==> config.mk <==
export PLATFORM = sky130hd
export DESIGN_NAME = debug_display_ctrl
export DESIGN_NICKNAME = d
export VERILOG_FILES = /design/src/rtl/debug_display_pkg.sv /design/src/rtl/hex7seg.sv /design/src/rtl/debug_display_ctrl.sv
export SDC_FILE = /design/constraint.sdc
export NUM_CORES = 1
export LEC_CHECK = 0
export ABC_AREA = 1
export BUFFER_PORTS_ARGS = -buffer_cell sky130_fd_sc_hd__buf_4
export CAP_MARGIN = 20
export CORE_UTILIZATION = 40
export CTS_CLUSTER_DIAMETER = 60
export DETAILED_ROUTE_END_ITERATION = 12
export PLACE_DENSITY = 0.74
export SETUP_SLACK_MARGIN = 0.2
export SLEW_MARGIN = 20
export SYNTH_ARGS = -nofsm -noshare
export SYNTH_HDL_FRONTEND = slang
export SYNTH_HIERARCHICAL = 1
export SYNTH_SLANG_ARGS = --single-unit
==> constraint.sdc <==
create_clock -name clock -period 3 [get_ports clock]
set_input_delay 0.15 -clock clock [delete_from_list [all_inputs] [get_ports clock]]
set_output_delay 0.15 -clock clock [all_outputs]
set_load 0.05 [all_outputs]
==> src/rtl/debug_display_pkg.sv <==
// rtl/debug_display_pkg.sv - shared types and constants for the debug 7-segment display
package debug_display_pkg;

    typedef enum logic {
        SCAN  = 1'b0,
        FETCH = 1'b1
    } state_t;

    localparam int DEFAULT_REFRESH_DIV = 100000;
    localparam int DEFAULT_ACK_TIMEOUT = 255;

    // Active-low segments, bit 0 = a ... bit 6 = g.
    localparam logic [6:0] SEG_BLANK = 7'b1111111;
    localparam logic [6:0] SEG_0     = 7'b1000000;
    localparam logic [6:0] SEG_1     = 7'b1111001;
    localparam logic [6:0] SEG_2     = 7'b0100100;
    localparam logic [6:0] SEG_3     = 7'b0110000;
    localparam logic [6:0] SEG_4     = 7'b0011001;
    localparam logic [6:0] SEG_5     = 7'b0010010;
    localparam logic [6:0] SEG_6     = 7'b0000010;
    localparam logic [6:0] SEG_7     = 7'b1111000;
    localparam logic [6:0] SEG_8     = 7'b0000000;
    localparam logic [6:0] SEG_9     = 7'b0010000;
    localparam logic [6:0] SEG_A     = 7'b0001000;
    localparam logic [6:0] SEG_B     = 7'b0000011;
    localparam logic [6:0] SEG_C     = 7'b1000110;
    localparam logic [6:0] SEG_D     = 7'b0100001;
    localparam logic [6:0] SEG_E     = 7'b0000110;
    localparam logic [6:0] SEG_F     = 7'b0001110;

endpackage

==> src/rtl/hex7seg.sv <==
// rtl/hex7seg.sv - combinational hex digit to active-low 7-segment decoder
module hex7seg
    import debug_display_pkg::*;
(
    input  logic [3:0] hex,
    output logic [6:0] seg
);

    always_comb begin
        seg = SEG_BLANK;
        case (hex)
            4'h0: seg = SEG_0;
            4'h1: seg = SEG_1;
            4'h2: seg = SEG_2;
            4'h3: seg = SEG_3;
            4'h4: seg = SEG_4;
            4'h5: seg = SEG_5;
            4'h6: seg = SEG_6;
            4'h7: seg = SEG_7;
            4'h8: seg = SEG_8;
            4'h9: seg = SEG_9;
            4'hA: seg = SEG_A;
            4'hB: seg = SEG_B;
            4'hC: seg = SEG_C;
            4'hD: seg = SEG_D;
            4'hE: seg = SEG_E;
            4'hF: seg = SEG_F;
        endcase
    end

endmodule

==> src/rtl/debug_display_ctrl.sv <==
// rtl/debug_display_ctrl.sv - 4-digit multiplexed display of PC or a register-file word
module debug_display_ctrl
    import debug_display_pkg::*;
#(
    parameter int REFRESH_DIV = DEFAULT_REFRESH_DIV,
    parameter int ACK_TIMEOUT = DEFAULT_ACK_TIMEOUT
) (
    input  logic        clock,
    input  logic        reset_n,
    input  logic        disp_pc,
    input  logic [4:0]  reg_index,
    input  logic [31:0] pc_value,
    output logic        rf_rd_req,
    output logic [4:0]  rf_rd_addr,
    input  logic        rf_rd_ack,
    input  logic [31:0] rf_rd_data,
    output logic        stale,
    output logic [3:0]  anodes,
    output logic [6:0]  cathodes
);

    localparam int RW = (REFRESH_DIV > 1) ? $clog2(REFRESH_DIV) : 1;
    localparam int TW = (ACK_TIMEOUT > 1) ? $clog2(ACK_TIMEOUT + 1) : 1;
    localparam logic [RW-1:0] REFRESH_MAX = RW'(REFRESH_DIV - 1);
    localparam logic [TW-1:0] TIMEOUT_MAX = TW'(ACK_TIMEOUT - 1);

    state_t          state;
    state_t          state_next;
    logic [RW-1:0]   refresh_cnt;
    logic [1:0]      digit_idx;
    logic [TW-1:0]   wait_cnt;
    logic [15:0]     disp_val;
    logic [3:0]      nibble;
    logic [6:0]      glyph;
    logic            tick;
    logic            frame_start;
    logic            load_pc;
    logic            start_fetch;
    logic            fetch_ok;
    logic            fetch_to;
    logic            unused_hi_bits;

    assign unused_hi_bits = ^{pc_value[31:16], rf_rd_data[31:16]};

    assign tick        = (refresh_cnt == REFRESH_MAX);
    assign frame_start = tick && (digit_idx == 2'd3);
    assign nibble      = disp_val[{digit_idx, 2'b00} +: 4];

    hex7seg u_hex7seg (
        .hex (nibble),
        .seg (glyph)
    );

    // The digit lit on a tick is the one digit_idx points at; the index then moves on.
    always_ff @(posedge clock or negedge reset_n) begin
        if (!reset_n) begin
            refresh_cnt <= '0;
            digit_idx   <= 2'd0;
            anodes      <= 4'b1111;
            cathodes    <= SEG_BLANK;
        end else begin
            refresh_cnt <= tick ? '0 : refresh_cnt + RW'(1);
            if (tick) begin
                digit_idx <= digit_idx + 2'd1;
                anodes    <= ~(4'b0001 << digit_idx);
                cathodes  <= glyph;
            end
        end
    end

    always_ff @(posedge clock or negedge reset_n) begin
        if (!reset_n) begin
            state <= SCAN;
        end else begin
            state <= state_next;
        end
    end

    always_comb begin
        state_next  = state;
        load_pc     = 1'b0;
        start_fetch = 1'b0;
        fetch_ok    = 1'b0;
        fetch_to    = 1'b0;
        case (state)
            SCAN: begin
                if (frame_start) begin
                    if (disp_pc) begin
                        load_pc = 1'b1;
                    end else begin
                        start_fetch = 1'b1;
                        state_next  = FETCH;
                    end
                end
            end
            FETCH: begin
                if (rf_rd_ack) begin
                    fetch_ok   = 1'b1;
                    state_next = SCAN;
                end else if (wait_cnt == TIMEOUT_MAX) begin
                    fetch_to   = 1'b1;
                    state_next = SCAN;
                end
            end
            default: state_next = SCAN;
        endcase
    end

    // Request is decoded from the state so an async reset drops it at once.
    assign rf_rd_req = (state == FETCH);

    always_ff @(posedge clock or negedge reset_n) begin
        if (!reset_n) begin
            rf_rd_addr <= 5'd0;
            wait_cnt   <= '0;
            disp_val   <= 16'h0000;
            stale      <= 1'b0;
        end else begin
            if (start_fetch) begin
                rf_rd_addr <= reg_index;
                wait_cnt   <= '0;
            end else if (state == FETCH) begin
                wait_cnt <= wait_cnt + TW'(1);
            end
            if (load_pc) begin
                disp_val <= pc_value[15:0];
                stale    <= 1'b0;
            end else if (fetch_ok) begin
                disp_val <= rf_rd_data[15:0];
                stale    <= 1'b0;
            end else if (fetch_to) begin
                stale <= 1'b1;
            end
        end
    end

endmodule
==> results.md, run 1 <==
- H-Tree Depth: 3
- Syn Inst Count: between 400 and 500
- Crit path capture type: flop
- Fin. max-slew vios: 0
- Core footprint: roughly 0.009 mm^2
- Clock sink count: 61
- Status: finished, violations left
- CTS Buffer Depth: 2
- Starting density of the core: roughly two fifths
- Startpoint class of the critical path: flop
- Worst-path clk slew: roughly 70 ps
- Die W: 97.6 um
- Final std cells w/o fill: approximately 660
- Total wire length: between 7000 and 8000 um
- ANT cells: 0
- WS Path Type: reg2reg
- Nets: ~630
- Total track usage: ~18%
- Finished Core Util: about half
- Met3 WL post-DR: around 420 um
- Initial antenna violation count: 0
- YS warnings: 6
- Vias/cell: 4.91
- Clk root buf: clkbuf_8
- Final setup vio count: 0
- # port buffers: 58
- Die Ht: slightly below 100 um
- Max Clock Skew: around 12 ps
- Post-DR wirelength/cell: ~12 um
- CP max FO: 11
- Met2 WL: 3600 um
- Flops & latches, synth: between 60 and 70
- Final Hold Vio Count: 0
- Synth-to-layout area growth: 19.6%
- Slowest stage cell on the critical path: dfrtp_1
- Skew-Pair Late Insertion Delay: between 300 and 400 ps
- Detailed placement HPWL: about 5700 um
- ANT nets after route: 0
- Vias in the first global route: about 3100
- WL met1: between 3000 and 4000 um
- Slew headroom: between 30 and 40%
- Top cell type's share of synthesized area: about a third
- VDD IR max: around 220 uV
- Full die area: 0.00953 mm^2
- Crit path arrival time: roughly 2600 ps
- CP Data Required Time: about 3300 ps
- Grt ovf: 0
- Final hold slack: around 71 ps
- Row Count: 34
- Post-Syn Area: 0.00366 mm^2
- Failing checks: DRC
- Initial DRC count: ~130
- Hold-fix buffers at CTS: 1
- Final period utilization: slightly below 80%
- Inst Count DP: 640
- Setup Fix Bufs, Post-CTS: 0
- Pre-Repair DR Iteration Count: 9
- Synthesized area per cell: between 7 and 8 um^2
- CP Cell Sequence: clkinv_1 > o21ai_0 > o22ai_1 > inv_1 > ha_1 > nand2_1 > nand3_1 > nand2_1 > nand2_1 > nand2_1
- TNS Setup: 0 ps
- RSZ-0062 raised after global routing: no
- Residual DRC: 5
- CTS tree: built
- Routability cong.: roughly 0.83
- Leading area contributor after synthesis: dfrtp_1
- Most frequent cells in the layout: 134 x nand2_1, 71 x inv_1, 59 x buf_4, 57 x nand3_1, 50 x dfrtp_1
- Max-cap violation count: 0
- Post-CTS resize count: 0
- Leakage power: about 2.4 nW
- Final Critical Period: approximately 2300 ps
- IO Count: slightly above 90
- Ranking of synthesized cells by area: dfrtp_1 34%, nand2_1 14%, dfstp_2 7.9%, nand3_1 7.8%, inv_1 7.3%
- Global-route wire length before repair: roughly 14000 um
- Share of cells above drive strength 1: 19.3%
- PwrDens: 393 mW/mm^2
- HP Class: in2reg
- Seq/Total Area, Yosys: 42.1%
- Most common cell after layout, fill and taps aside: nand2_1
- CTS buffer count: 9
- Post-synth cell types: 32
- F_max: 433 MHz
- Syn nets: around 580
- Worst path max stage delay: around 500 ps
- Highest Signal Layer: met4
- Cell mode on critical path: nand2_1
- Largest net degree at the start of global routing: between 60 and 70
- Via total after detailed routing: around 3200
- Worst-margin pin slew: around 950 ps
## Yosys cell counts (all sizes together)
master	count
a21o	1
a21oi	3
and2	1
buf	11
clkbuf	6
clkinv	1
dfrtp	50
dfstp	11
ha	14
inv	76
nand2	135
nand3	58
nand3b	1
nand4	11
nor2	44
nor3	10
nor4	4
o21ai	39
o22ai	4
or2	2
xor2	8
## per-stage QoR
stage	power, mW	instance area [um^2]	setup WS [ps]
CTS	1.74	4370	724
detailed placement	0.909	4140	707
global placement	0.907	4140	801
finish	1.72	4370	690
floorplan	0.851	3660	1080
global route	1.79	4370	419
## power breakdown
part | total (mW) | switching (mW) | internal, mW | leakage [nW]
Clock | 0.826 | 0.315 | 0.511 | 0.116
Sequential | 0.823 | 0 | 0.823 | 0.761
Combinational | 0.0697 | 0.0328 | 0.0368 | 1.50
Total | 1.72 | 0.348 | 1.37 | 2.38
## final timing paths
path                       cells past startpoint  slack [ps]               to          from
max                                           10         690      cathodes[3]  digit_idx[0]
min                                            3          70    rf_rd_addr[3]  reg_index[3]
max reg2reg                                   10         690      cathodes[3]  digit_idx[0]
min reg2reg                                    2         470      cathodes[0]   cathodes[0]
max in group asynchronous                      2        2080     disp_val[11]       reset_n
min in group asynchronous                      2         430  refresh_cnt[13]       reset_n
## layer usage
| metal | vias to the layer above | track usage, % |
|---|---|---|
| li1 | 1660 | - |
| met1 | 1447 | 24.4 |
| met2 | 105 | 28.0 |
| met3 | 11 | 3.38 |
| met4 | 0 | 7.81 |
| met5 | - | 0 |
## final cells by class
type,count,area (um^2)
Multi-Input combinational cell,335,1730
Tap cell,108,135
Inverter,77,289
Fill cell,818,4430
Sequential cell,61,1540
Timing Repair Buffer,60,453
Clock inverter,4,70.1
Clock buffer,12,155
## kinds of logic after synthesis
group	Yosys count	share of synthesized area, %
compound gates	47	6.74
flops	61	42.1
simple gates	266	33.9
buf+inv	94	10.5
xor+xnor	8	1.92
fa+ha+maj	14	4.79
## registers in the layout, summed over array words and instances, names as in the netlist
signal / cells
refresh_cnt: 17
disp_val: 16
wait_cnt: 8
cathodes: 7
rf_rd_addr: 5
anodes: 4
digit_idx: 2
rf_rd_req: 1
stale: 1
## critical path: cells and delay by family (launching register included)
kind	cells	cell delay, ps
buf+inv	2	470
flops	1	500
simple gates	5	370
fa+ha+maj	1	380
compound gates	2	550
No activity file was read; power rests on OpenSTA's default activity.
==> run 2: changes to the inputs <==
- clock period: 3 -> 2.15 ns (I/O delays scaled with it)
==> results.md, run 2 (synthesized netlist as in run 1, its figures left out) <==
- Vias in the first global route: about 3200
- Pre-Repair DR Iteration Count: 11
- CTS tree: built
- CP Cell Sequence: clkinvlp_4 > nor2_1 > o22ai_2 > inv_1 > ha_1 > nand2_1 > nand3_1 > nand2_1 > nand2_1 > nand2_1
- Routability cong.: about 0.85
- Final period utilization: 85.7%
- VDD IR max: 215 uV
- Startpoint class of the critical path: flop
- Global-route wire length before repair: between 10000 and 15000 um
- Largest net degree at the start of global routing: just over 60
- Max Clock Skew: 10.3 ps
- Row Count: 34
- CTS Buffer Depth: 2
- Crit path capture type: flop
- Residual DRC: 5
- IO Count: 91
- Total wire length: 8040 um
- H-Tree Depth: 3
- Slowest stage cell on the critical path: dfrtp_2
- Skew-Pair Late Insertion Delay: ~340 ps
- Biggest register: refresh_cnt
- WS Path Type: reg2reg
- Crit path arrival time: between 2000 and 2500 ps
- Fin. max-slew vios: 0
- PwrDens: between 400 and 500 mW/mm^2
- Share of cells above drive strength 1: between 20% and 30%
- Slew headroom: around half
- Grt ovf: 0
- Post-route worst setup slack: 307 ps
- Worst path max stage delay: approximately 460 ps
- Initial antenna violation count: 0
- CP Data Required Time: roughly 2400 ps
- Max-cap violation count: 0
- Leakage power: approximately 2.4 nW
- Final setup vio count: 0
- ANT nets after route: 0
- Worst-path clk slew: ~70 ps
- Worst-margin pin slew: about 730 ps
- Filler instances: approximately 840
- Core footprint: slightly below 0.009 mm^2
- Status: finished, violations left
- Worst path bufs/invs: 2
- Final Critical Period: ~1800 ps
- Most frequent cells in the layout: 134 x nand2_1, 71 x buf_4, 70 x inv_1, 57 x nand3_1, 49 x dfrtp_1
- Vias/cell: ~4.9
- Pwr Total: about 2.1 mW
- Most common cell after layout, fill and taps aside: nand2_1
- Post-DR wirelength/cell: around 12 um
- Finished Core Util: between 50% and 60%
- ANT cells: 0
- RSZ-0062 raised after global routing: no
- F_max: between 500 and 600 MHz
- HP Class: in2reg
- Die Ht: 97.6 um
- Final hold slack: ~26 ps
- Initial DRC count: roughly 120
- Final Hold Vio Count: 0
- Total track usage: about 18%
- Clock sink count: slightly above 60
- Failing checks: DRC
- Starting density of the core: between 40 and 50%
- Die W: ~100 um
- CTS buffer count: 9
- Top cell family by delay on the critical path: flip-flops
- Synth-to-layout area growth: 21.4%
- Max reg flops: 17
- Via total after detailed routing: between 3000 and 4000
- Detailed placement HPWL: roughly 5700 um
- Dpl ws: -59.0 ps
- Regs by FF count: refresh_cnt (17), disp_val (16), wait_cnt (8)
- # port buffers: 58
- TNS Setup: 0 ps
- CP max FO: 9
- Full die area: about 0.0095 mm^2
- Cell mode on critical path: nand2_1
- Nets: between 600 and 700
- Clk root buf: clkbuf_8
## run 2: cell type report
class | instances | area (um^2) | area share, %
multi-input combinational | 335 | 1760 | 39.6
sequential | 61 | 1540 | 34.7
timing repair buffer | 73 | 548 | 12.3
inverter | 77 | 293 | 6.59
clock buffer | 12 | 155 | 3.49
tap | 108 | 135 | 3.04
clock inverter | 2 | 10.0 | 0.225
## run 2: repair_timing
| item | 4_1_cts | 5_1_grt |
|---|---|---|
| gates resized for setup | 4 | 5 |
| hold endpoints to repair | 50 | 0 |
| pin swaps | 0 | 2 |
| cloned | 0 | 0 |
| hold buffers | 1 | 0 |
| setup endpoints to repair | 7 | 7 |
| setup buffers | 0 | 8 |
## run 2: final timing paths
path	from	to	slack (ps)	depth (start not counted)
min in group asynchronous	reset_n	refresh_cnt[13]	380	2
max reg2reg	digit_idx[0]	cathodes[3]	310	10
min reg2reg	cathodes[2]	cathodes[2]	470	2
min	rf_rd_ack	rf_rd_req	30	4
max	digit_idx[0]	cathodes[3]	310	10
max in group asynchronous	reset_n	digit_idx[0]	1240	2
## run 2: power by group
part	switching (mW)	total, mW	internal [mW]
Clock	0.427	0.892	0.465
Combinational	0.0460	0.0986	0.0526
Sequential	0	1.15	1.15
## run 2: worst min-delay path: stages
cell	delay (ps)
buf_4	100
nor2_1	40
nand2_1	40
nand2_1	40
## run 2: routing by layer
layer	part of all wire (%)	GRT usage, %	vias up	routed length, um
met1	48	23.5	1466	3890
met4	2.0	6.53	0	158
met5	0	0	-	0
li1	-	-	1676	-
met2	45	29.2	87	3650
met3	4.2	3.17	13	338
## run 2: metrics by stage
step | instance area, um^2 | std cells
final | 4440 | 668
after global routing | 4440 | 668
after CTS | 4370 | 660
after detailed placement | 4180 | 645
after global placement | 4180 | 645
after floorplan | 3660 | 490
